**src/rtl/top_ram_pkg.sv**
```systemverilog
// Shared definitions for the scratch RAM and its clear controller.
package top_ram_pkg;

   localparam int ADDR_W_DEF = 7;
   localparam int DATA_W_DEF = 8;
   localparam int DEPTH_DEF  = 2 ** ADDR_W_DEF;

   typedef logic [DATA_W_DEF-1:0] word_t;
   typedef logic [ADDR_W_DEF-1:0] addr_t;

   // Clear-engine states
   typedef enum logic {
      ST_CLEAR = 1'b0,
      ST_READY = 1'b1
   } clr_state_t;

endpackage

```
**src/rtl/top_ram_clear_ctrl.sv**
```systemverilog
// Post-reset zero-fill sweep and the write-port mux between sweep and user.
//
// state    | meaning
// ST_CLEAR | sweeping mem[ptr] <= 0, user accesses ignored
// ST_READY | sweep done, user writes routed to the array
module top_ram_clear_ctrl
   import top_ram_pkg::*;
#(
   parameter int ADDR_W = ADDR_W_DEF,
   parameter int DATA_W = DATA_W_DEF
) (
   input  logic              clk,
   input  logic              rst_n,
   input  logic              wen,
   input  logic [ADDR_W-1:0] addr,
   input  logic [DATA_W-1:0] din,
   output logic              mem_we,
   output logic [ADDR_W-1:0] mem_addr,
   output logic [DATA_W-1:0] mem_din,
   output logic              ready
);

   localparam logic [ADDR_W-1:0] PTR_LAST = '1;
   localparam logic [ADDR_W-1:0] PTR_ONE  = ADDR_W'(1);

   clr_state_t        state, state_nxt;
   logic [ADDR_W-1:0] ptr, ptr_nxt;

   // State and pointer registers; reset restarts the sweep from address 0
   always_ff @(posedge clk) begin
      if (!rst_n) begin
         state <= ST_CLEAR;
         ptr   <= '0;
      end else begin
         state <= state_nxt;
         ptr   <= ptr_nxt;
      end
   end

   // Next state and write-port selection
   always_comb begin
      state_nxt = state;
      ptr_nxt   = ptr;
      mem_we    = 1'b0;
      mem_addr  = addr;
      mem_din   = din;
      unique case (state)
         ST_CLEAR: begin
            mem_we   = 1'b1;
            mem_addr = ptr;
            mem_din  = '0;
            // pointer parks on the last address instead of wrapping
            if (ptr == PTR_LAST) begin
               state_nxt = ST_READY;
            end else begin
               ptr_nxt = ptr + PTR_ONE;
            end
         end
         ST_READY: begin
            mem_we = wen;
         end
         default: begin
            state_nxt = ST_CLEAR;
            ptr_nxt   = '0;
         end
      endcase
      // the array must not change on an edge where reset is sampled low
      if (!rst_n) begin
         mem_we = 1'b0;
      end
   end

   assign ready = (state == ST_READY);

endmodule

```
**src/rtl/top_ram.sv**
```systemverilog
// Single-port synchronous scratch RAM with post-reset zero fill,
// write-through on writes and one-cycle registered read data.
module top_ram
   import top_ram_pkg::*;
#(
   parameter int ADDR_W = ADDR_W_DEF,
   parameter int DATA_W = DATA_W_DEF
) (
   input  logic              clk,
   input  logic              rst_n,
   input  logic              wen,
   input  logic [ADDR_W-1:0] addr,
   input  logic [DATA_W-1:0] din,
   output logic [DATA_W-1:0] dout,
   output logic              ready
);

   localparam int DEPTH = 2 ** ADDR_W;

   logic [DATA_W-1:0] mem [DEPTH];
   logic              mem_we;
   logic [ADDR_W-1:0] mem_addr;
   logic [DATA_W-1:0] mem_din;

   top_ram_clear_ctrl #(
      .ADDR_W (ADDR_W),
      .DATA_W (DATA_W)
   ) u_clear_ctrl (
      .clk      (clk),
      .rst_n    (rst_n),
      .wen      (wen),
      .addr     (addr),
      .din      (din),
      .mem_we   (mem_we),
      .mem_addr (mem_addr),
      .mem_din  (mem_din),
      .ready    (ready)
   );

   // Storage array; written by either the clear sweep or the user port
   always_ff @(posedge clk) begin
      if (mem_we) begin
         mem[mem_addr] <= mem_din;
      end
   end

   // Output register: zero until ready, then write-through or read
   always_ff @(posedge clk) begin
      if (!rst_n) begin
         dout <= '0;
      end else if (!ready) begin
         dout <= '0;
      end else if (wen) begin
         dout <= din;
      end else begin
         dout <= mem[addr];
      end
   end

endmodule

```
**config.mk**
```make
export PLATFORM = sky130hd
export DESIGN_NAME = top_ram
export DESIGN_NICKNAME = d
export VERILOG_FILES = /design/src/rtl/top_ram_pkg.sv /design/src/rtl/top_ram_clear_ctrl.sv /design/src/rtl/top_ram.sv
export SDC_FILE = /design/constraint.sdc
export NUM_CORES = 1
export LEC_CHECK = 0
export CAP_MARGIN = 20
export CELL_PAD_IN_SITES_DETAIL_PLACEMENT = 0
export CELL_PAD_IN_SITES_GLOBAL_PLACEMENT = 2
export CORE_MARGIN = 4
export CORE_UTILIZATION = 52
export CTS_BUF_LIST = sky130_fd_sc_hd__clkbuf_4
export DETAILED_ROUTE_END_ITERATION = 8
export HOLD_SLACK_MARGIN = 0.02
export PLACE_DENSITY_LB_ADDON = 0.1
export SLEW_MARGIN = 0
export SYNTH_ARGS = -nofsm -noshare
export SYNTH_HDL_FRONTEND = slang
export SYNTH_SLANG_ARGS = --single-unit
```
**constraint.sdc**
```tcl
create_clock -name clk -period 4.1 [get_ports clk]
set_input_delay 0.82 -clock clk [delete_from_list [all_inputs] [get_ports clk]]
set_output_delay 0.82 -clock clk [all_outputs]
set_load 0.01 [all_outputs]
```
==> flow_summary.json <==
{
  "run_status": "completed",
  "postSynthRegisterBits": 1040,
  "count_of_final_setup_violators": 0,
  "area_grow_syn2layout_pct": 15.07,
  "floorplan.io_pins": 27,
  "cts_made_buffers": 284,
  "cell_row_count": 102,
  "max-cap-violations": 0,
  "postSynth.asyncResetShare_pct": 0,
  "fin_worst_skew_ps": 103.1,
  "place.detailed.hpwl_um": 70190,
  "worstHoldPathType": "input pin to register",
  "die_w_um": 289.6,
  "worst_ir_drop_vdd_uv": 214.1,
  "grt_setup_unrepaired": "no",
  "wl_per_cell_um": 29.10,
  "area.sequential_um2": 31070,
  "layout-drive-gt1-share_pct": 32.40,
  "wire_length_of_the_first_global_routing_pass_um": 159100,
  "min_period_ps": 3390,
  "synthesis.yosys.warnings": 0,
  "clock-root-buffer": "sky130_fd_sc_hd__clkbuf_4",
  "route.detailed.drc": 0,
  "final_max_slew_viol_count": 0,
  "mostFrequentLayoutCell": "sky130_fd_sc_hd__edfxtp_1",
  "avgViaCountPerCell": 6.056,
  "power_frac_clock_pct": 40.7,
  "total_switching_power_uw": 4618,
  "area_occupied_by_multi_input_gates_um2": 9365,
  "design.die.area_um2": 83860,
  "synth_cell_type_count": 65,
  "finalWirelength_um": 109600,
  "p_int_uw": 16460,
  "setup.worst_path.end_class": "primary output",
  "worstMarginPinSlew_ps": 1071,
  "antenna_left": 0,
  "static-leakage-power_uw": 0.01681,
  "postLayoutSetupSlackWorst_ps": 709.6,
  "holdBufCountCts": 0,
  "critical_path_required_ps": 3280,
  "worstPathMaxFanout": 23,
  "chipHeight_um": 289.6,
  "crit_path_start_kind": "register",
  "path_type_of_the_worst_setup_path": "register to primary output",
  "post_synth_inst_count": 2106,
  "number_of_global_route_vias_before_repair": 23127,
  "clock_insertion_delay_at_the_later_pin_of_the_skew_report_ps": 1100,
  "drt_first_iter_violations": 2394,
  "synth-edff-count": 1024,
  "finalWeightedCongestion": 0.8618,
  "post_synthesis_cell_area_um2": 41230,
  "syn_area_per_cell_um2": 19.58,
  "timing.slew.headroom_pct": 28.33,
  "timing.setup.tns_ps": 0,
  "p_per_area_nw_per_um2": 444.2,
  "h_tree_levels": 5,
  "swShare_pct": 21.91,
  "synth_fp_nets": 2125,
  "cts.sink_count": 1040,
  "floorplan.core_area_um2": 77980,
  "grt_usage_pct": 26.70,
  "initial_utilization_pct": 52.88,
  "fillCellCount": 5675,
  "cts_resized": 0,
  "final_cell_mix": "1024 x sky130_fd_sc_hd__edfxtp_1, 391 x sky130_fd_sc_hd__clkbuf_4, 232 x sky130_fd_sc_hd__buf_4",
  "port_buffers": 26,
  "clock_tree_from_tritoncts": "built",
  "drt_first_pass_iters": 5,
  "crit_arrival_ps": 2570,
  "cts_post_setup_buffers_inserted": 0,
  "num-nets-final": 2576,
  "achievable-frequency_mhz": 295.0,
  "finalHoldViolations": 0,
  "combPwrFrac_pct": 4.7,
  "routed-via-count": 22819,
  "antenna_found_initial": 3,
  "clock_tree.buffer_depth": 4,
  "postSynth.topFlopCell": "sky130_fd_sc_hd__edfxtp_1",
  "grt-ovfl-total": 0,
  "final_critical_path_share_of_the_clock_period_pct": 82.69,
  "power.share.sequential_pct": 54.7,
  "synth-seq-area-share_pct": 75.36,
  "clk_pin_slew_worst_paths_ps": 70,
  "placement.setup.worst_slack_ps": 163.3,
  "largest_net_degree_at_the_start_of_global_routing": 85
}
## sequential cells by signal, summed over array words and instances, names as in the netlist
name                cells
dout                    8
u_clear_ctrl.ready      1
mem                  1024
u_clear_ctrl.ptr        7
## cell usage after synthesis, drive strengths merged, types with 6 or more instances
master / number / share of area, %
nor3: 8 / 0.11
inv: 7 / 0.064
nand4: 9 / 0.14
a31oi: 7 / 0.11
nand3: 33 / 0.40
a21oi: 30 / 0.36
xor2: 7 / 0.15
a211oi: 18 / 0.33
mux2i: 176 / 4.3
a2111oi: 6 / 0.15
dfxtp: 16 / 0.78
nor4: 11 / 0.17
a221oi: 6 / 0.13
nand2: 79 / 0.72
edfxtp: 1024 / 75
and2: 16 / 0.24
nor2b: 9 / 0.14
nor2: 155 / 1.4
o21ai: 39 / 0.47
buf: 83 / 1.6
a22oi: 73 / 1.3
mux4: 188 / 10
mux2: 20 / 0.56
clkbuf: 29 / 0.35
## per-layer routing
layer / track usage, % / up-vias / share of wire (%)
met3: 5.349 / 128 / 8.0
met1: 39.65 / 11905 / 43
li1: - / 9685 / -
met5: 0 / - / 0
met4: 7.083 / 0 / 1.7
met2: 41.22 / 1101 / 47
## critical path, cell delays in order, from the launching register on
cell and delay [ps]:
sky130_fd_sc_hd__dfxtp_1 560, sky130_fd_sc_hd__buf_4 380, sky130_fd_sc_hd__clkdlybuf4s50_1 600
## path summary, 6_finish.rpt
| kind | endpoint | slack (ps) | from | cells past startpoint |
|---|---|---|---|---|
| max | ready | 710 | u_clear_ctrl.ready | 2 |
| min | dout[7] | 460 | din[7] | 3 |
| max reg2reg | mem[44][3] | 1180 | u_clear_ctrl.ready | 6 |
| min reg2reg | u_clear_ctrl.ptr[5] | 620 | u_clear_ctrl.ptr[5] | 2 |
## power by group through the flow
| stage | combinational, uW | clock, uW | sequential [uW] |
|---|---|---|---|
| detailed placement | 981 | 0 | 11700 |
| floorplan | 608 | 0 | 11700 |
| CTS | 984 | 8790 | 11500 |
| finish | 985 | 8570 | 11500 |
| global route | 1030 | 9450 | 11500 |
| global placement | 979 | 0 | 11700 |
## cell type report
type / count / area share [%]
Tap cell: 1040 / 2.743
Clock inverter: 63 / 0.6883
Multi-Input combinational cell: 946 / 19.74
Antenna cell: 3 / 0.01582
Inverter: 8 / 0.06329
Timing Repair Buffer: 277 / 5.074
Sequential cell: 1040 / 65.49
Clock buffer: 391 / 6.187
## metrics by stage
step | utilization, % | instances | power [uW] | area [um^2] | hold slack (ps)
after global routing | 60.84 | 3768 | 21990 | 47440 | 405.0
after detailed placement | 56.65 | 3311 | 12730 | 44170 | 596.2
final | 60.84 | 3768 | 21080 | 47440 | 459.8
after global placement | 56.65 | 3311 | 12730 | 44170 | 600.3
after floorplan | - | 2106 | 12350 | 41230 | 549.5
after CTS | 60.83 | 3765 | 21300 | 47440 | 373.5
## kinds of logic after synthesis
logic type	count (synthesis)	share of synthesized area, %
XOR/XNOR	11	0.2337
multiplexers	384	15.21
AO/OA/AOI/OAI	208	3.438
flip-flops	1040	75.36
AND/OR/NAND/NOR	342	3.739
buffers and inverters	120	1.997
adder cells (fa/ha/maj)	1	0.03034
No activity file was read; power rests on OpenSTA's default activity.
